`src/rtl/ysyx22041405_wbu_pkg.sv`:
```
// Shared types and constants for the write-back unit: FSM encoding,
// load funct3 codes and payload field widths.
package ysyx22041405_wbu_pkg;

  localparam int WBU_WIDTH = 32;
  localparam int RF_ADDR_W = 5;
  localparam int LD_FMT_W  = 3;
  localparam int INSTRET_W = 64;

  localparam logic [LD_FMT_W-1:0] LD_LB  = 3'b000;
  localparam logic [LD_FMT_W-1:0] LD_LH  = 3'b001;
  localparam logic [LD_FMT_W-1:0] LD_LW  = 3'b010;
  localparam logic [LD_FMT_W-1:0] LD_LBU = 3'b100;
  localparam logic [LD_FMT_W-1:0] LD_LHU = 3'b101;

  typedef enum logic [1:0] {
    S_IDLE     = 2'd0,
    S_WAIT_MEM = 2'd1,
    S_COMMIT   = 2'd2,
    S_HALT     = 2'd3
  } wbu_state_e;

endpackage

```
`src/rtl/ysyx22041405_load_ext.sv`:
```
// Picks the byte/half lane addressed by the load and sign/zero-extends it.
module ysyx22041405_load_ext
  import ysyx22041405_wbu_pkg::*;
#(
  parameter int WIDTH = WBU_WIDTH
) (
  input  logic [WIDTH-1:0]    i_word,
  input  logic [1:0]          i_addr,
  input  logic [LD_FMT_W-1:0] i_fmt,
  output logic [WIDTH-1:0]    o_data
);

  logic [7:0]  w_byte;
  logic [15:0] w_half;

  assign w_byte = i_word[{i_addr, 3'b000} +: 8];
  assign w_half = i_word[{i_addr[1], 4'b0000} +: 16];

  always_comb begin
    o_data = '0;
    case (i_fmt)
      LD_LB:   o_data = {{(WIDTH-8){w_byte[7]}}, w_byte};
      LD_LH:   o_data = {{(WIDTH-16){w_half[15]}}, w_half};
      LD_LW:   o_data = i_word;
      LD_LBU:  o_data = {{(WIDTH-8){1'b0}}, w_byte};
      LD_LHU:  o_data = {{(WIDTH-16){1'b0}}, w_half};
      default: o_data = '0;
    endcase
  end

endmodule

```
`src/rtl/ysyx22041405_wbu.sv`:
```
// Write-back unit: takes one instruction from the LSU, waits for load data
// when needed, writes the register file and retires the instruction.
module ysyx22041405_wbu
  import ysyx22041405_wbu_pkg::*;
#(
  parameter int WIDTH = WBU_WIDTH
) (
  input  logic                  clk,
  input  logic                  rst,
  input  logic                  ls_valid,
  output logic                  wb_ready,
  input  logic                  ls_rf_we,
  input  logic [RF_ADDR_W-1:0]  ls_rf_waddr,
  input  logic [WIDTH-1:0]      ls_alu_result,
  input  logic [WIDTH-1:0]      ls_pc,
  input  logic [WIDTH-1:0]      ls_inst,
  input  logic                  ls_load,
  input  logic [LD_FMT_W-1:0]   ls_load_fmt,
  input  logic                  ls_ebreak,
  input  logic                  ls_inst_valid,
  input  logic                  dm_rvalid,
  input  logic [WIDTH-1:0]      dm_rdata,
  output logic                  wb_rf_we,
  output logic [RF_ADDR_W-1:0]  wb_rf_waddr,
  output logic [WIDTH-1:0]      wb_rf_wdata,
  output logic                  commit_valid,
  output logic [WIDTH-1:0]      commit_pc,
  output logic [WIDTH-1:0]      commit_inst,
  output logic                  halt,
  output logic                  halt_trap,
  output logic [INSTRET_W-1:0]  instret
);

  wbu_state_e r_state, w_next;

  logic                 r_rf_we, r_load, r_ebreak, r_inst_valid;
  logic [RF_ADDR_W-1:0] r_waddr;
  logic [LD_FMT_W-1:0]  r_fmt;
  logic [WIDTH-1:0]     r_alu, r_pc, r_inst, r_rdata;
  logic [INSTRET_W-1:0] r_instret;
  logic [WIDTH-1:0]     w_load_data;
  logic                 w_accept, w_stop;

  // An ebreak or illegal instruction sitting in COMMIT blocks further intake.
  assign w_stop   = r_ebreak || !r_inst_valid;
  assign wb_ready = rst && ((r_state == S_IDLE) || ((r_state == S_COMMIT) && !w_stop));
  assign w_accept = ls_valid && wb_ready;

  always_comb begin
    w_next = r_state;
    case (r_state)
      S_IDLE: begin
        if (w_accept) w_next = ls_load ? S_WAIT_MEM : S_COMMIT;
        else          w_next = S_IDLE;
      end
      S_WAIT_MEM: begin
        if (dm_rvalid) w_next = S_COMMIT;
        else           w_next = S_WAIT_MEM;
      end
      S_COMMIT: begin
        if (w_stop)        w_next = S_HALT;
        else if (w_accept) w_next = ls_load ? S_WAIT_MEM : S_COMMIT;
        else               w_next = S_IDLE;
      end
      S_HALT:  w_next = S_HALT;
      default: w_next = S_IDLE;
    endcase
  end

  always_ff @(posedge clk) begin
    if (!rst) begin
      r_state   <= S_IDLE;
      r_instret <= '0;
    end else begin
      r_state <= w_next;
      if (r_state == S_COMMIT) r_instret <= r_instret + 64'd1;
    end
  end

  always_ff @(posedge clk) begin
    if (!rst) begin
      r_rf_we      <= 1'b0;
      r_waddr      <= '0;
      r_alu        <= '0;
      r_pc         <= '0;
      r_inst       <= '0;
      r_load       <= 1'b0;
      r_fmt        <= '0;
      r_ebreak     <= 1'b0;
      r_inst_valid <= 1'b0;
      r_rdata      <= '0;
    end else begin
      if (w_accept) begin
        r_rf_we      <= ls_rf_we;
        r_waddr      <= ls_rf_waddr;
        r_alu        <= ls_alu_result;
        r_pc         <= ls_pc;
        r_inst       <= ls_inst;
        r_load       <= ls_load;
        r_fmt        <= ls_load_fmt;
        r_ebreak     <= ls_ebreak;
        r_inst_valid <= ls_inst_valid;
      end
      if ((r_state == S_WAIT_MEM) && dm_rvalid) r_rdata <= dm_rdata;
    end
  end

  ysyx22041405_load_ext #(.WIDTH(WIDTH)) u_load_ext (
    .i_word (r_rdata),
    .i_addr (r_alu[1:0]),
    .i_fmt  (r_fmt),
    .o_data (w_load_data)
  );

  assign commit_valid = (r_state == S_COMMIT);
  assign wb_rf_we     = commit_valid && r_rf_we && (r_waddr != 5'd0);
  assign wb_rf_waddr  = r_waddr;
  assign wb_rf_wdata  = r_load ? w_load_data : r_alu;
  assign commit_pc    = r_pc;
  assign commit_inst  = r_inst;
  assign halt         = (r_state == S_HALT);
  assign halt_trap    = halt && !r_inst_valid;
  assign instret      = r_instret;

endmodule

```
`config.mk`:
```
export PLATFORM = sky130hd
export DESIGN_NAME = ysyx22041405_wbu
export DESIGN_NICKNAME = d
export VERILOG_FILES = /design/src/rtl/ysyx22041405_wbu_pkg.sv /design/src/rtl/ysyx22041405_load_ext.sv /design/src/rtl/ysyx22041405_wbu.sv
export SDC_FILE = /design/constraint.sdc
export NUM_CORES = 1
export LEC_CHECK = 0
export ABC_AREA = 1
export BUFFER_PORTS_ARGS = -buffer_cell sky130_fd_sc_hd__buf_2
export CAP_MARGIN = 20
export CELL_PAD_IN_SITES_DETAIL_PLACEMENT = 1
export CELL_PAD_IN_SITES_GLOBAL_PLACEMENT = 2
export CORE_MARGIN = 5
export CORE_UTILIZATION = 29
export CTS_CLUSTER_SIZE = 30
export DETAILED_ROUTE_END_ITERATION = 12
export GPL_TIMING_DRIVEN = 0
export PLACE_DENSITY_LB_ADDON = 0.1
export REMOVE_ABC_BUFFERS = 1
export SLEW_MARGIN = 15
export SYNTH_ARGS = -nofsm -noshare
export SYNTH_HDL_FRONTEND = slang
export SYNTH_SLANG_ARGS = --single-unit
```
`constraint.sdc`:
```
create_clock -name clk -period 3.99 [get_ports clk]
set_clock_uncertainty 0.15 [all_clocks]
set_input_delay 0.1995 -clock clk [delete_from_list [all_inputs] [get_ports clk]]
set_output_delay 0.1995 -clock clk [all_outputs]
set_load 0.01 [all_outputs]
```
# Word-level counts from Yosys, hierarchy flattened
# Cells that the tools add are included.
# totals
regBits,206
input_bits,144
output_inout_bits,170
wordCells,43
# classes
n_addsub,1
n_eq_ne,7
n_shift,2
muxes,7
n_reduce_logical,14
# op_table
operator,count
32-bit case mux with 5 select lines,1
"64-bit by 1-bit adder with 64-bit output, second input constant",1
32-bit 2-to-1 mux,1
32-bit by 6-bit variable part select with 16-bit output,1
32-bit by 6-bit variable part select with 8-bit output,1
2-bit 2-to-1 mux,4
2-bit case mux with 4 select lines,1
1-bit logical AND,7
"3-bit == test, second input constant",2
5-bit nonzero test,1
"2-bit == test, second input constant",2
"3-bit by 1-bit == test with 1-bit output, second input constant",1
"3-bit by 2-bit == test with 1-bit output, second input constant",1
3-bit zero test,1
"2-bit by 1-bit == test with 1-bit output, second input constant",1
1-bit zero test,2
2-bit zero test,1
1-bit logical OR,2

# Logic depth before layout (Yosys ltp)
# Gate-level depths: netlist (run 1).
# depth
ltp_word,10
mapped_depth,13
ltp_nobuf,11

# By module
# A second synthesis (run 1) with hierarchy kept.
# hier_totals
hier_cells,1501
hier_area_um2,9874.5
# modules_own_cells
module,n_inst,cells_per_inst,area_each_um2,seq_area_each_um2
ysyx22041405_wbu,1,1304,8971.1,4124.0
ysyx22041405_load_ext,1,197,903.4,0.0

# Worst setup path after synthesis (run 1)
# Ideal clock, no wire load.
# synth_path
path_kind,reg2out
from,register r_alu[1]
to,output wb_rf_wdata[22]
arrival_ns,1.391
required_time_ns,3.641
path_slack_ns,2.249
stages_incl_launch_ff,14
n_path_buf,2
path_cell_list,dfxtp_1 buf_6 inv_4 nand2_1 nand2_1 nand2_1 o21ai_1 nand2_2 nand2_2 nand2_4 buf_6 nand2_1 nand2_1 o21ai_0
# synth_via
elab_chain_len,3
word_cells_on_any_way,4
classes_between,shift: 2; mux: 2
# synth_lines
item,line,text
from (decl),ysyx22041405_wbu.sv:39,"logic [WIDTH-1:0] r_alu, r_pc, r_inst, r_rdata;"
from (signal assigned),ysyx22041405_wbu.sv:96,r_alu <= ls_alu_result;
32-bit by 6-bit variable part select with 16-bit output / 32-bit by 6-bit variable part select with 8-bit output (equally long branches),"ysyx22041405_load_ext.sv:17, ysyx22041405_load_ext.sv:16",
32-bit case mux with 5 select lines (*),ysyx22041405_load_ext.sv:21,case (i_fmt)
32-bit 2-to-1 mux (*),ysyx22041405_wbu.sv:118,assign wb_rf_wdata = r_load ? w_load_data : r_alu;
to (decl),ysyx22041405_wbu.sv:25,"output logic [WIDTH-1:0] wb_rf_wdata,"
# Every way passes the cells marked *; elsewhere a longest branch is shown, timed or not.

# Worst setup path after layout (run 1)
# layout_path
from,input rst
to,register r_state[1]
# layout_via
elab_chain_len,5
# layout_lines
item,line,text
from (decl),ysyx22041405_wbu.sv:9,"input logic rst,"
1-bit logical AND,ysyx22041405_wbu.sv:46,assign wb_ready = rst && ((r_state == S_IDLE) || ((r_state == S_COMMIT) && !w_stop));
1-bit logical AND,ysyx22041405_wbu.sv:47,assign w_accept = ls_valid && wb_ready;
2-bit 2-to-1 mux,"ysyx22041405_wbu.sv:53, ysyx22041405_wbu.sv:62",
2-bit 2-to-1 mux,ysyx22041405_wbu.sv:61,if (w_stop) w_next = S_HALT;
2-bit case mux with 4 select lines,ysyx22041405_wbu.sv:51,case (r_state)
to (signal assigned),ysyx22041405_wbu.sv:75,r_state <= w_next;
to (decl),ysyx22041405_wbu.sv:34,"wbu_state_e r_state, w_next;"
# Parallel ways exist; a longest one is shown, timed or not.
# A chain may end at the register's enable or synchronous reset.

==> impl_metrics.py, run 1 <==
metrics = {
    "die": {
        "ios": 314,
        "rows": 67,
        "core_area_sq_mm": 0.0334,
        "die_w_um": 194,
        "start_util_pct": 29.3,
        "die_y_um": 194,
        "die_area_sq_mm": 0.0375,
    },
    "worst_setup_path": {
        "r2r_end": "r_state[1]",
        "critical-path-slowest-cell": "inv_4",
        "start_kind": "primary input",
        "timing.rr.start": "r_state[0]",
        "reg2reg_depth": 7,
        "endpoint_kind": "flip-flop",
        "cpPeakStageDelay_ns": 0.72,
        "crit_fanout": 71,
        "rrSetupSlack_ns": 1.50,
        "crit_chain": "dlygate4sd3_1 -> buf_6 -> inv_4 -> buf_16 -> nor2_1 -> nand3_4 -> inv_4 -> nand2_1 -> nand2_1 -> o21ai_0 -> o22ai_1",
        "critical_path_class": "primary input to flip-flop",
        "worstSetupStartpoint": "rst",
        "crit_buf_inv": 5,
        "crit_family": "buffers and inverters",
        "crit_arrival_ns": 3.69,
        "cp.required_ns": 4.29,
    },
    "run": {
        "maxCapViolCount": 0,
    },
    "synthesis": {
        "seq_area_frac_synth_pct": 42.1,
        "ys_seq_elements": 206,
        "synth_area_per_cell_sq_um": 6.69,
        "yosysUniqueCellTypes": 44,
        "synth_warnings": 0,
        "syn_inst": 1463,
        "syn-cell-area_sq_mm": 0.00979,
    },
    "timing": {
        "tightest_slew_ns": 1.05,
        "final.min_clock_period_ns": 3.39,
        "clock.fmax_mhz": 295,
        "slew_headroom_pct": 29.7,
        "drv_slew": 0,
        "fin_crit_sh_pct": 84.9,
        "hold_violations": 0,
        "rsz0062_at_grt": "no",
        "setup_violations": 0,
    },
    "routing": {
        "vias": 11000,
        "dr.pass1.iters": 6,
        "drt_iter0_markers": 406,
        "drt-vias-per-instance": 4.68,
        "routedWlPerCell_um": 16.9,
        "wirelength_mm": 40.0,
        "antenna_left": 0,
        "route.detailed.drc": 0,
    },
    "placement": {
        "gp_congestion": 0.805,
        "io_buffers": 313,
        "dp_hpwl_mm": 28.4,
    },
    "cts": {
        "cts_setup_buffers": 0,
        "cts_tree": "yes",
        "clockBufferDepth": 3,
        "cts_sinks": 206,
        "insertion_delay_ns": 0.53,
        "htreeDepth": 1,
        "clk_pin_slew_ns": 0.06,
        "cts_buffers": 26,
        "clockRootBuffer": "clkbuf_16",
    },
    "hold_path": {
        "hold_start": "ls_valid",
        "holdPathEnd": "r_alu[30]",
        "holdCritPathClass": "primary input to flip-flop",
        "hold_depth": 3,
    },
    "global_route": {
        "grt_pass1_vias": 11700,
        "grt_overflow": 0,
        "antenna_found_initial": 2,
        "grt_max_degree": 72,
        "grt_pass1_wl_mm": 64.6,
        "grtUsageTotal_pct": 20.7,
    },
    "finish": {
        "syn_to_final_growth_pct": 44.6,
        "layout-drive-gt1-share_pct": 22.1,
        "final_cell_mix": "nand2_1 (414), buf_2 (312), dfxtp_1 (205)",
        "fin_util_pct": 42.3,
        "layout_commonest_cell": "nand2_1",
        "nets": 2036,
    },
    "pwr": {
        "power_density_mw_per_mm2": 404,
        "ir_drop_v": 0.000287,
        "p_leak_nw": 6.14,
        "power_mw": 5.72,
    },
    "run_status": {
        "status": "finished clean",
    },
}
[stage by stage]
stage | std cells | hold WS [ns] | setup TNS (ns) | area [sq um] | setup slack (ns)
global route | 2360 | 0.198 | 0 | 14200 | 0.271
detailed placement | 2164 | 0.292 | 0 | 11800 | 0.493
CTS | 2359 | 0.151 | 0 | 14200 | 0.470
global placement | 2158 | 0.284 | -790.17 | 11600 | -8.13
finish | 2360 | 0.165 | 0 | 14200 | 0.602
floorplan | 1397 | 0.170 | -100.10 | 9490 | -1.49
[where the power goes]
| part | switching, mW | total [mW] | leakage, nW | internal, mW |
|---|---|---|---|---|
| clock network | 0.953 | 2.43 | 0.439 | 1.47 |
| registers | 0.104 | 2.31 | 1.68 | 2.20 |
| logic | 0.581 | 0.989 | 4.03 | 0.407 |
[cell families (layout without fill, tap and decap cells)]
group / Yosys count / after routing / share of synthesized area, %
xor+xnor: 3 / 3 / 0.268
compound gates: 294 / 294 / 15.6
fa+ha+maj: 1 / 1 / 0.128
simple gates: 757 / 757 / 33.5
buf+inv: 202 / 650 / 8.32
other cells: 0 / 1 / 0
flops: 206 / 206 / 42.1
[worst max path at each step]
stage / endpoint / slack, ns / depth (start not counted)
2_1_floorplan: r_load / -1.49 / 7
3_3_place_gp: r_load / -8.13 / 8
3_5_place_dp: r_state[1] / 0.49 / 10
4_1_cts: r_state[1] / 0.47 / 11
5_1_grt: r_state[1] / 0.27 / 11
6_report: r_state[1] / 0.60 / 11
[area by class of cell]
class | count | area, sq um
multi-input cells | 1055 | 4870
clock inverters | 9 | 95.1
flip-flops and latches | 206 | 4130
well taps | 448 | 561
fillers | 4242 | 19300
inverters | 136 | 523
diodes | 1 | 2.50
clock buffers | 39 | 781
repair buffers | 466 | 3200
[synth_stat cells, drive strengths merged]
master  number  area share, %
nand3       55            3.4
nor3b        4           0.36
o21a         3           0.23
o21bai       2           0.15
nor3        20            1.0
dfxtp      206             42
and2         4           0.27
nand3b       1          0.077
or2          3           0.19
inv        136            5.3
o22ai        1          0.064
xor2         3           0.27
o221ai       1          0.089
a211oi       1          0.077
o21ai      134            6.9
nand4       22            1.4
ha           1           0.13
nor2       225             10
o311ai       7           0.63
clkbuf      45            1.7
nand2      423             17
buf         21            1.3
o211ai       2           0.15
a31oi        2           0.13
a21oi      141            7.2
[worst register-to-register path: cells and delay by family (launching register included)]
family	cells	cell delay, ns
and+or+nand+nor	4	0.94
buffers and inverters	1	0.73
DFF	1	0.37
AOI/OAI and AO/OA	2	0.22
[sequential cells by signal, indices dropped and copies added, names as in the netlist]
name	count
r_rdata	32
instret	64
r_alu	32
r_fmt	3
r_load	1
wb_rf_waddr	5
r_inst_valid	1
commit_pc	32
r_rf_we	1
r_state	2
r_ebreak	1
commit_inst	32
[what timing repair did]
item                      in CTS  in global routing
hold buffers                 147                  0
resized for setup              0                  0
hold endpoints to repair     168                  0
[routing by layer]
layer / share of wire (%) / track usage (%) / vias up
met5: 0.018 / 0 / -
met4: 1.5 / 3.86 / 2
met3: 6.6 / 5.66 / 48
met2: 47 / 35.8 / 242
met1: 45 / 26.1 / 5201
li1: - / - / 5548
Power figures use the tool's default switching activity.
==> run 2: changes to the inputs <==
--- a/config.mk
+++ b/config.mk
@@ -5,13 +5,13 @@
 export SDC_FILE = /design/constraint.sdc
 export NUM_CORES = 1
 export LEC_CHECK = 0
-export ABC_AREA = 1
+export ABC_AREA = 0
 export BUFFER_PORTS_ARGS = -buffer_cell sky130_fd_sc_hd__buf_2
 export CAP_MARGIN = 20
 export CELL_PAD_IN_SITES_DETAIL_PLACEMENT = 1
 export CELL_PAD_IN_SITES_GLOBAL_PLACEMENT = 2
 export CORE_MARGIN = 5
-export CORE_UTILIZATION = 29
+export CORE_UTILIZATION = 25
 export CTS_CLUSTER_SIZE = 30
 export DETAILED_ROUTE_END_ITERATION = 12
 export GPL_TIMING_DRIVEN = 0
==> constraint.sdc (replaced) <==
create_clock -name clk -period 3 [get_ports clk]
set_clock_uncertainty 0.15 [all_clocks]
set_input_delay 0.15 -clock clk [delete_from_list [all_inputs] [get_ports clk]]
set_output_delay 0.15 -clock clk [all_outputs]
set_load 0.01 [all_outputs]
==> impl_metrics.py, run 2 <==
metrics = {
    "run_status": {
        "status": "finished clean",
    },
    "worst_setup_path": {
        "crit_fanout": 11,
        "crit_chain": "ha_2 -> nand3b_4 -> or4_4 -> or4_2 -> o21a_1 -> o21a_1",
        "endpoint_kind": "flip-flop",
        "critical-path-slowest-cell": "or4_2",
        "cp.required_ns": 3.28,
        "critical_path_class": "flip-flop to flip-flop",
        "crit_family": "simple AND/OR/NAND/NOR gates",
        "crit_arrival_ns": 3.18,
        "crit_buf_inv": 0,
        "rrSetupSlack_ns": 0.11,
        "critical_path.most_common_cell": "o21a_1",
        "cpPeakStageDelay_ns": 0.86,
        "start_kind": "flip-flop",
    },
    "cts": {
        "insertion_delay_ns": 0.54,
        "clk_pin_slew_ns": 0.06,
        "cts_tree": "yes",
        "htreeDepth": 1,
        "clockRootBuffer": "clkbuf_16",
        "cts_buffers": 27,
        "clockBufferDepth": 3,
        "cts_sinks": 206,
    },
    "global_route": {
        "grt_overflow": 0,
        "grt_max_degree": 108,
        "grt_pass1_vias": 9672,
        "grtUsageTotal_pct": 17.8,
        "grt_pass1_wl_mm": 55.6,
        "antenna_found_initial": 4,
    },
    "timing": {
        "rsz0062_at_grt": "no",
        "layout_setup_ws_ns": 0.109,
        "fin_crit_sh_pct": 96.4,
        "final.min_clock_period_ns": 2.89,
        "setup_violations": 0,
        "tightest_slew_ns": 0.827,
        "hold_slack_ns": 0.241,
        "tns_ns": 0,
        "hold_violations": 0,
        "drv_slew": 0,
        "slew_headroom_pct": 44.5,
        "clock.fmax_mhz": 346,
    },
    "die": {
        "die_w_um": 195,
        "rows": 67,
        "die_y_um": 195,
        "ios": 314,
        "core_area_sq_mm": 0.0337,
        "start_util_pct": 25.5,
        "die_area_sq_mm": 0.0381,
    },
    "finish": {
        "stdcell_count": 1977,
        "largest_reg_flops": 64,
        "syn_to_final_growth_pct": 53.4,
        "regArea_sq_mm": 0.00413,
        "layout_commonest_cell": "buf_2",
        "final_cell_mix": "buf_2 (316), nand2_1 (301), dfxtp_1 (202)",
        "multi_input_area_sq_mm": 0.00425,
        "fill_cells": 4049,
        "nets": 1652,
        "layout-drive-gt1-share_pct": 27.4,
    },
    "placement": {
        "gp_congestion": 0.726,
        "io_buffers": 313,
        "dp_cells": 1778,
        "dp_hpwl_mm": 24.6,
        "place_ws_ns": -0.602,
    },
    "synthesis": {
        "ys_seq_elements": 206,
        "syn_inst": 1073,
        "yosysUniqueCellTypes": 49,
        "yosysMostFrequentCell": "nand2_1",
        "synth.area.top_cells": "dfxtp_1 (48%), nand2_1 (13%), a21oi_1 (9.6%)",
        "synth_commonest_cells": "nand2_1 (301), dfxtp_1 (206), a21oi_1 (164)",
        "synthXorXnorAreaFrac_pct": 3.98,
        "yosysTopAreaCell": "dfxtp_1",
        "synth_ff_type": "dfxtp_1",
        "synthMuxAreaShare_pct": 1.53,
        "synth_simple_gate_area_share_pct": 25.3,
        "synth_warnings": 0,
        "synth_edf_count": 0,
        "synth_fa_ha_area_share_pct": 0.146,
        "yosysTopAreaCellShare_pct": 48.0,
        "synth_area_per_cell_sq_um": 8.00,
        "syn-cell-area_sq_mm": 0.00858,
        "seq_area_frac_synth_pct": 48.0,
        "synth_top_family_by_area": "simple AND/OR/NAND/NOR gates",
        "synthArstFlopShare_pct": 0,
        "synth_compound_area_share_pct": 17.4,
    },
    "run": {
        "maxCapViolCount": 0,
    },
    "routing": {
        "drt-vias-per-instance": 4.71,
        "wirelength_mm": 36.0,
        "dr.pass1.iters": 4,
        "drt_iter0_markers": 342,
        "vias": 9304,
        "routedWlPerCell_um": 18.2,
        "antenna_left": 0,
        "route.detailed.drc": 0,
    },
    "pwr": {
        "ir_drop_v": 0.000415,
        "p_leak_nw": 5.43,
        "power_density_mw_per_mm2": 533,
    },
    "hold_path": {
        "holdCritPathClass": "primary input to flip-flop",
    },
}
## run 2: cell types whose count changed after synthesis, moves of 16 or more
cell	change
a21oi_1	+23
a221o_1	+16
clkbuf_1	+23
inv_1	-119
nand2_1	-113
nand3_1	-18
nor2_1	-149
o21ai_0	-109
or3_1	+19
xor2_1	+25
## run 2: worst register-to-register path, delay by kind of cell, from the launching register on
| kind | cells | cell delay, ns |
|---|---|---|
| AND/OR/NAND/NOR | 3 | 1.55 |
| AO/OA/AOI/OAI | 2 | 0.41 |
| adder cells (fa/ha/maj) | 1 | 0.26 |
| flip-flops | 1 | 0.42 |
## run 2: timing repair
item | in CTS | in global routing
hold buffers | 143 | 0
resized for setup | 5 | 6
buffers inserted | 2 | 2
endpoints found under the setup margin | 34 | 21
pin swaps | 1 | 1
gates cloned | 0 | 1
endpoints found under the hold margin | 146 | 0
## run 2: routing by layer
| layer | share of wire, % | track usage (%) |
|---|---|---|
| met5 | 0.075 | 0 |
| met4 | 1.7 | 3.28 |
| met3 | 7.4 | 5.69 |
| met2 | 45 | 29.3 |
| met1 | 45 | 23.2 |
## run 2: area by class of cell
cell class	count	area share, %
diodes	2	0.0380
clock buffers	38	6.28
clock inverters	11	0.665
inverters	8	0.304
multi-input cells	788	32.2
flip-flops and latches	206	31.4
well taps	448	4.26
repair buffers	476	24.9
## run 2: cells by family after synthesis
logic type | after synthesis
xor+xnor | 39
flops | 206
simple gates | 485
compound gates | 251
buf+inv | 80
mux | 11
fa+ha+maj | 1
## run 2: path summary, 6_finish.rpt
check                  start              end  cells after the start
max               instret[1]      instret[36]                      6
min reg2reg  commit_inst[29]  commit_inst[29]                      2
min           ls_rf_waddr[1]   wb_rf_waddr[1]                      4
max reg2reg       instret[1]      instret[36]                      6
## run 2: where the power goes
part	switching, mW	internal, mW
sequential	0.0762	2.84
combinational	0.432	0.387
clock	1.29	2.00
## run 2: per-stage QoR
step	power, mW	cell area [sq um]	utilization [%]
floorplan	3.28	8300	-
global placement	3.63	10400	31.0
detailed placement	3.66	10700	31.9
CTS	7.16	13100	38.9
global route	7.34	13200	39.1
finish	7.02	13200	39.1
